==> src/rtl/alarm_ringer.sv <==
// -----------------------------------------------------------------------------
// alarm_ringer
//   Alarm ringing controller clocked by the 1 Hz time base. Watches the alarm
//   comparator match level and the stop/snooze keys, and sequences the buzzer
//   through IDLE -> RING -> (SNOOZE -> RING)* -> IDLE.
//
//   Optional feature macro: ALARM_BEEP_PATTERN_EN
//     defined   : Buzz beeps 1 s on / 1 s off while ringing, starting with 1
//                 on every entry to RING.
//     undefined : Buzz follows Ringing (steady tone).
//
//   Handshake note: there is no valid/ready traffic here. All inputs are level
//   signals synchronous to _1Hz; an input "event" is the first cycle a level is
//   seen high after having been low on the previous registered sample. Every
//   output is a register updated on the rising edge of _1Hz.
//
//   Observability: the FSM state is fully visible on the Ringing / Snoozing
//   outputs (both low = IDLE), which are registered copies of the state.
// -----------------------------------------------------------------------------
module alarm_ringer #(
   parameter int unsigned RING_SEC   = 60,   // ring duration in cycles, 1..1023
   parameter int unsigned SNOOZE_SEC = 300,  // snooze duration in cycles, 1..1023
   parameter int unsigned SNOOZE_MAX = 3     // snoozes allowed per alarm event, 0..3
) (
   input  logic       _1Hz,
   input  logic       nCR,
   input  logic       ALARM_Clock,
   input  logic       AlarmEn,
   input  logic       StopKey,
   input  logic       SnoozeKey,
   output logic       Buzz,
   output logic       Ringing,
   output logic       Snoozing,
   output logic [1:0] SnoozeCnt
);

   // Timer constants, truncated to the 10-bit timer width.
   localparam logic [9:0] RING_LAST   = 10'(RING_SEC - 1);
   localparam logic [9:0] SNOOZE_LOAD = 10'(SNOOZE_SEC - 1);
   localparam logic [9:0] TMR_MAX     = 10'h3FF;
   localparam logic [1:0] SNOOZE_LIM  = 2'(SNOOZE_MAX);

   typedef enum logic [1:0] {
      ST_IDLE   = 2'd0,
      ST_RING   = 2'd1,
      ST_SNOOZE = 2'd2
   } state_e;

   state_e     state_q, state_d;

   // Input history: previous registered sample of each level input.
   logic       alarm_hist_q;
   logic       stop_hist_q;
   logic       snooze_hist_q;

   // Timers: ring counts up from 0, snooze counts down to 0.
   logic [9:0] ring_tmr_q, ring_tmr_d;
   logic [9:0] snz_tmr_q,  snz_tmr_d;

   // Registered outputs.
   logic [1:0] cnt_q,      cnt_d;
   logic       buzz_q,     buzz_d;
   logic       ringing_q,  ringing_d;
   logic       snoozing_q, snoozing_d;

   // Event detection and timer status.
   logic       alarm_ev;
   logic       stop_ev;
   logic       snooze_ev;
   logic       ring_done;
   logic       snz_done;
   logic       snooze_ok;

   assign alarm_ev  = ALARM_Clock & ~alarm_hist_q;
   assign stop_ev   = StopKey     & ~stop_hist_q;
   assign snooze_ev = SnoozeKey   & ~snooze_hist_q;
   assign ring_done = (ring_tmr_q == RING_LAST);
   assign snz_done  = (snz_tmr_q == 10'd0);
   assign snooze_ok = (cnt_q < SNOOZE_LIM);

   // Input history registers: one sample per input, cleared by reset.
   always_ff @(posedge _1Hz or negedge nCR) begin
      if (!nCR) begin
         alarm_hist_q  <= 1'b0;
         stop_hist_q   <= 1'b0;
         snooze_hist_q <= 1'b0;
      end else begin
         alarm_hist_q  <= ALARM_Clock;
         stop_hist_q   <= StopKey;
         snooze_hist_q <= SnoozeKey;
      end
   end

   // State register.
   always_ff @(posedge _1Hz or negedge nCR) begin
      if (!nCR) begin
         state_q <= ST_IDLE;
      end else begin
         state_q <= state_d;
      end
   end

   // Next-state logic; priority is disarm, stop, snooze, timer expiry.
   always_comb begin
      state_d = state_q;
      if (!AlarmEn) begin
         state_d = ST_IDLE;
      end else begin
         case (state_q)
            ST_IDLE: begin
               if (alarm_ev) begin
                  state_d = ST_RING;
               end
            end
            ST_RING: begin
               if (stop_ev) begin
                  state_d = ST_IDLE;
               end else if (snooze_ev && snooze_ok) begin
                  state_d = ST_SNOOZE;
               end else if (ring_done) begin
                  state_d = ST_IDLE;
               end
            end
            ST_SNOOZE: begin
               if (stop_ev) begin
                  state_d = ST_IDLE;
               end else if (snz_done) begin
                  state_d = ST_RING;
               end
            end
            default: begin
               state_d = ST_IDLE;
            end
         endcase
      end
   end

   // Output and timer next values, derived from the current/next state pair.
   always_comb begin
      ring_tmr_d = 10'd0;
      snz_tmr_d  = 10'd0;
      cnt_d      = cnt_q;
      ringing_d  = (state_d == ST_RING);
      snoozing_d = (state_d == ST_SNOOZE);

      // Ring timer restarts on every entry to RING and saturates rather than wraps.
      if (state_d == ST_RING) begin
         if (state_q != ST_RING) begin
            ring_tmr_d = 10'd0;
         end else if (ring_tmr_q != TMR_MAX) begin
            ring_tmr_d = ring_tmr_q + 10'd1;
         end else begin
            ring_tmr_d = ring_tmr_q;
         end
      end

      // Snooze timer loads on entry to SNOOZE and stops at zero.
      if (state_d == ST_SNOOZE) begin
         if (state_q != ST_SNOOZE) begin
            snz_tmr_d = SNOOZE_LOAD;
         end else if (!snz_done) begin
            snz_tmr_d = snz_tmr_q - 10'd1;
         end else begin
            snz_tmr_d = snz_tmr_q;
         end
      end

      // Snooze count belongs to one alarm event: cleared whenever we land in IDLE.
      if (state_d == ST_IDLE) begin
         cnt_d = 2'd0;
      end else if ((state_q == ST_RING) && (state_d == ST_SNOOZE)) begin
         cnt_d = cnt_q + 2'd1;
      end

`ifdef ALARM_BEEP_PATTERN_EN
      // Beep: 1 on the first RING cycle, then alternate each cycle.
      buzz_d = (state_d == ST_RING) && ((state_q != ST_RING) || !buzz_q);
`else
      // Steady tone for as long as we ring.
      buzz_d = (state_d == ST_RING);
`endif
   end

   // Timer and output registers.
   always_ff @(posedge _1Hz or negedge nCR) begin
      if (!nCR) begin
         ring_tmr_q <= 10'd0;
         snz_tmr_q  <= 10'd0;
         cnt_q      <= 2'd0;
         buzz_q     <= 1'b0;
         ringing_q  <= 1'b0;
         snoozing_q <= 1'b0;
      end else begin
         ring_tmr_q <= ring_tmr_d;
         snz_tmr_q  <= snz_tmr_d;
         cnt_q      <= cnt_d;
         buzz_q     <= buzz_d;
         ringing_q  <= ringing_d;
         snoozing_q <= snoozing_d;
      end
   end

   assign Buzz      = buzz_q;
   assign Ringing   = ringing_q;
   assign Snoozing  = snoozing_q;
   assign SnoozeCnt = cnt_q;

endmodule

==> config.mk <==
export PLATFORM = sky130hd
export DESIGN_NAME = alarm_ringer
export DESIGN_NICKNAME = d
export VERILOG_FILES = /design/src/rtl/alarm_ringer.sv
export SDC_FILE = /design/constraint.sdc
export NUM_CORES = 1
export LEC_CHECK = 0
export BUFFER_PORTS_ARGS = -buffer_cell sky130_fd_sc_hd__clkbuf_2
export CAP_MARGIN = 20
export CORE_UTILIZATION = 30
export CTS_BUF_LIST = sky130_fd_sc_hd__clkbuf_8 sky130_fd_sc_hd__clkbuf_16
export CTS_CLUSTER_SIZE = 24
export DETAILED_ROUTE_END_ITERATION = 6
export PLACE_DENSITY_LB_ADDON = 0.15
export SLEW_MARGIN = 5
export SYNTH_ARGS = -nofsm -noshare
export SYNTH_HDL_FRONTEND = slang
export SYNTH_SLANG_ARGS = --single-unit
==> constraint.sdc <==
create_clock -name _1Hz -period 2.3 [get_ports _1Hz]
set_input_delay 0.46 -clock _1Hz [delete_from_list [all_inputs] [get_ports _1Hz]]
set_output_delay 0.46 -clock _1Hz [all_outputs]
set_load 0.01 [all_outputs]
# == After elaboration in Yosys (flattened, before gate mapping) ==
# Index checks and enable logic that the tools add are counted.
# word_totals
register_bits,29
input_bits,6
out_inout_bits,5
elab_cells,51
# op_classes
addsub,3
order_cmp,1
n_eq_ne,10
muxes,16
bitwise,6
n_reduce_logical,6
# op_table
op,count
$mux W10,6
$mux W2,9
$add A10 B1 Y10 const B,1
$eq A10 B6 Y1 const B,1
$logic_not A10 Y1,1
$ne A10 B10 Y1 const B,1
$sub A10 B1 Y10 const B,1
$pmux W2 S3,1
$eq A2 B1 Y1 const B,2
$eq A2 B2 Y1 const B,2
$logic_not A2 Y1,2
$and A1 B1 Y1,3
$ne A3 B1 Y1 const B,1
$ne A3 B2 Y1 const B,1
$not A1 Y1,3
$add A2 B1 Y2 const B,1
$logic_and A1 B1 Y1,2
$lt A2 B2 Y1 const B,1
$ne A2 B1 Y1 const B,1
$ne A2 B2 Y1 const B,1
$reduce_bool A2 Y1,1

# == Logic depth before layout (Yosys ltp) ==
# depth
depth_word,11
mapped_depth,9
depth_no_buf,7

# == Worst setup path after synthesis ==
# Ideal clock, no wire load.
# synth_timing
path_type,flip-flop to flip-flop
from,register snz_tmr_q[0]
to,register cnt_q[0] (netlist: SnoozeCnt[0])
setup_ns,0.118
arrival_ns,2.022
t_required_ns,2.182
path_slack_ns,0.160
stages_incl_launch_ff,10
path_buffers,2
synth_period_minus_slack_ns,2.140
cell_sequence,dfrtp_1 > inv_1 > ha_1 > or4b_1 > buf_2 > nor4_4 > or2_1 > buf_4 > o22ai_1 > a21o_1
# synth_between
elab_chain_len,8
elab_cells_between_ends,10
cone_classes,1 x eq/ne; 5 x mux; 4 x reduce/logical
# synth_lines
element,line_no,text
from (decl),58,"logic [9:0] snz_tmr_q, snz_tmr_d;"
from (signal assigned),195,snz_tmr_q <= snz_tmr_d;
$logic_not A10 Y1 (*),78,assign snz_done = (snz_tmr_q == 10'd0);
$mux W2 (*),127,end else if (snz_done) begin
$mux W2 (*),125,if (stop_ev) begin
$pmux W2 S3 (*),109,case (state_q)
$mux W2 (*),106,if (!AlarmEn) begin
$eq A2 B2 Y1,171,end else if ((state_q == ST_RING) && (state_d == ST_SNOOZE)) begin
$logic_and A1 B1 Y1,171,
$reduce_bool A2 Y1 (no source line),--,
to (signal assigned),196,cnt_q <= cnt_d;
to (decl),61,"logic [1:0] cnt_q, cnt_d;"
# Every way passes the cells marked *; elsewhere a longest branch is shown, timed or not.
# A chain may end at the register's enable or synchronous reset.

# == Final worst setup path ==
# Same ends and word-level chain as after synthesis.

==> flow_summary.ini <==
[critical_path]
crit_type = register to register
end_kind = register
startpoint_type = register
crit_start = snz_tmr_q[0]
critPathRequiredTime_ns = 2.47
worstPathMaxFanout = 6
r2r_start = snz_tmr_q[0]
critPathArrivalTime_ns = 2.36
r2r_slack_ns = 0.11
ff2ff_path_depth = 7
reg2reg_to = SnoozeCnt[0]

[logic_synthesis]
synth_compound_area_frac = 0.0972
synth_simple_gate_area_frac = 0.231
synth-adder-area-share = 0.0265
synth_top_family_by_area = simple AND/OR/NAND/NOR gates
syn_area_sq_mm = 0.00142
postSynthCellCount = 136
ys_types = 38
ys_ff_latch = 29
synth_xor_area_frac = 0.0742
syn_nets = 145
muxShareOfSynthArea = 0.0212
yosys_warnings = 0
seq_area_frac_synth = 0.512
syn_avg_cell_area_sq_um = 10.4

[timing]
drv_slew = 0
max-slew-margin-rel = 0.513
fin_ws_ns = 0.107
worst_clock_skew_ns = 0.00620
setup-tns-final_ns = 0
holdWs_ns = 0.232
finalHoldViolCount = 0
worst_slew_pin_slew_ns = 0.730
rsz0062_at_grt = false
fmax_mhz = 456
period_needed_ns = 2.19
finalCritPeriodShare = 0.954
setup_viol = 0

[run_status]
status = completed

[floorplan]
io_pins = 11
core_region_area_sq_mm = 0.00444
initial_core_util = 0.319
die_area_sq_mm = 0.00500
rows = 24
die_x_um = 70.7
die_y_um = 70.7

[layout]
layout.nets = 161
final_util = 0.367
layout_common_cells = dfrtp_1 (29), nor2_1 (17), clkbuf_2 (10)
seq_area_sq_um = 726
antenna_cells = 0
final_common_cell = dfrtp_1
fillers = 468
drive_gt1_frac = 0.158
multi_input_area_sq_um = 641
area_growth_syn_to_layout_pct = 15.3
fin_cells = 204
finish.instance_area_sq_mm = 0.00163

[detailed_routing]
ant_nets = 0
first_pass_iters = 4
drt_first_iter_violations = 27
avgRoutedWirePerCell_um = 14.0
drc = 0
drt_wl_total_mm = 2.87
dr_total_vias = 1044
vias_per_cell = 5.12

[power_and_ir_drop]
p_int_mw = 0.774
peakVddDrop_v = 0.000363
switching_share = 0.225
p_leak_nw = 0.815
p_seq_frac = 0.522
powerDensity_mw_per_mm2 = 611
pwr-share-comb = 0.059
clock_power_share = 0.418
power_switching_mw = 0.224
total_power_mw = 0.998

[placement]
dp.cells = 197
place_area_sq_mm = 0.00154
place.port_buffers = 10
place_congestion = 0.715
post-place-ws_ns = -0.0000107
dpl.hpwl_mm = 1.97

[clocking]
cts_tree = done
clockBufferDepth = 2
cts_inserted_buffers = 5
clk_latency_ns = 0.28
clock-root-buffer = clkbuf_8
clk_pin_slew_ns = 0.06
cts_setup_buffers = 0
cts_sinks = 29
cts_max_level = 2

[grt]
grt_pass1_vias = 1035
track_usage = 0.135
grt_pass1_wl_mm = 5.09
antenna_found_initial = 0
grt_max_degree = 30
grt_overflow = 0

[run]
cap_violations = 0

[min_path]
min_path_type = primary input to async pin
power groups by stage:
| stage | combinational, mW | clock, mW | sequential [mW] |
|---|---|---|---|
| detailed placement | 0.0600 | 0 | 0.531 |
| global placement | 0.0593 | 0 | 0.530 |
| global route | 0.0683 | 0.460 | 0.522 |
| CTS | 0.0604 | 0.436 | 0.521 |
| finish | 0.0592 | 0.418 | 0.521 |
| floorplan | 0.0342 | 0 | 0.531 |
worst max-delay path, stage by stage (launching register included):
cell and delay (ns):
dfrtp_1 0.39, inv_1 0.12, ha_1 0.23, or4b_4 0.54, o41ai_1 0.33, a21o_1 0.22
o22ai_1 0.10, a21o_1 0.16
what timing repair did:
| action | 4_1_cts | 5_1_grt |
|---|---|---|
| hold buffers | 0 | 0 |
| gates resized for setup | 0 | 1 |
| endpoints found under the setup margin | 0 | 11 |
worst max-delay path by stage:
stage	to	slack (ns)	cells past startpoint
floorplan	SnoozeCnt[0]	0.16	9
global placement	SnoozeCnt[0]	0.11	7
detailed placement	SnoozeCnt[0]	-0.00001	7
CTS	SnoozeCnt[0]	0.0009	7
global route	SnoozeCnt[0]	0.02	7
finish	SnoozeCnt[0]	0.11	7
layer usage:
metal / GRT usage / up-vias / part of all wire
li1: - / 510 / -
met1: 0.170 / 514 / 0.45
met2: 0.212 / 18 / 0.50
met3: 0.0513 / 2 / 0.036
met4: 0.0467 / 0 / 0.0087
met5: 0 / - / 0
state kept, by name, summed over array words and instances (netlist names):
register / cells
snz_tmr_q: 10
Snoozing: 1
snooze_hist_q: 1
SnoozeCnt: 2
stop_hist_q: 1
ring_tmr_q: 10
state_q: 2
Ringing: 1
alarm_hist_q: 1
Yosys cell counts, drive strengths merged:
master   count  area share
a211oi       2       0.011
a21boi       1      0.0053
a21o         2       0.011
a21oi        7       0.025
a31oi        2      0.0088
and2         2      0.0088
and3         7       0.031
and4         1      0.0062
buf          4       0.019
clkbuf       1      0.0026
dfrtp       29        0.51
ha           3       0.027
inv          6       0.016
mux2i        3       0.021
nand2        6       0.016
nand2b       2      0.0088
nand3        5       0.018
nand4        2      0.0088
nand4b       1      0.0062
nor2        17       0.045
nor2b        2      0.0088
nor3         1      0.0035
nor4         2       0.019
nor4b        2       0.012
o21ai        2      0.0071
o22ai        1      0.0044
o2bb2ai      1      0.0062
o31a         2       0.013
o41ai        1      0.0062
or2          1      0.0044
or3          3       0.013
or3b         1      0.0062
or4b         2       0.014
xnor2        9       0.056
xor2         3       0.019
cells by family after synthesis:
kind of cell               Yosys count
xor gates and xnor gates            12
and+or+nand+nor                     57
DFF                                 29
muxes                                3
AOI/OAI and AO/OA                   21
adders and majority gates            3
buffers and inverters               11
area by class of cell:
class	count	area share
sequential	29	0.444
multi-input combinational	96	0.392
inverter	6	0.0138
clock buffer	6	0.0506
clock inverter	1	0.00230
timing repair buffer	14	0.0567
tap	52	0.0398
(Power assumes the default switching activity.)
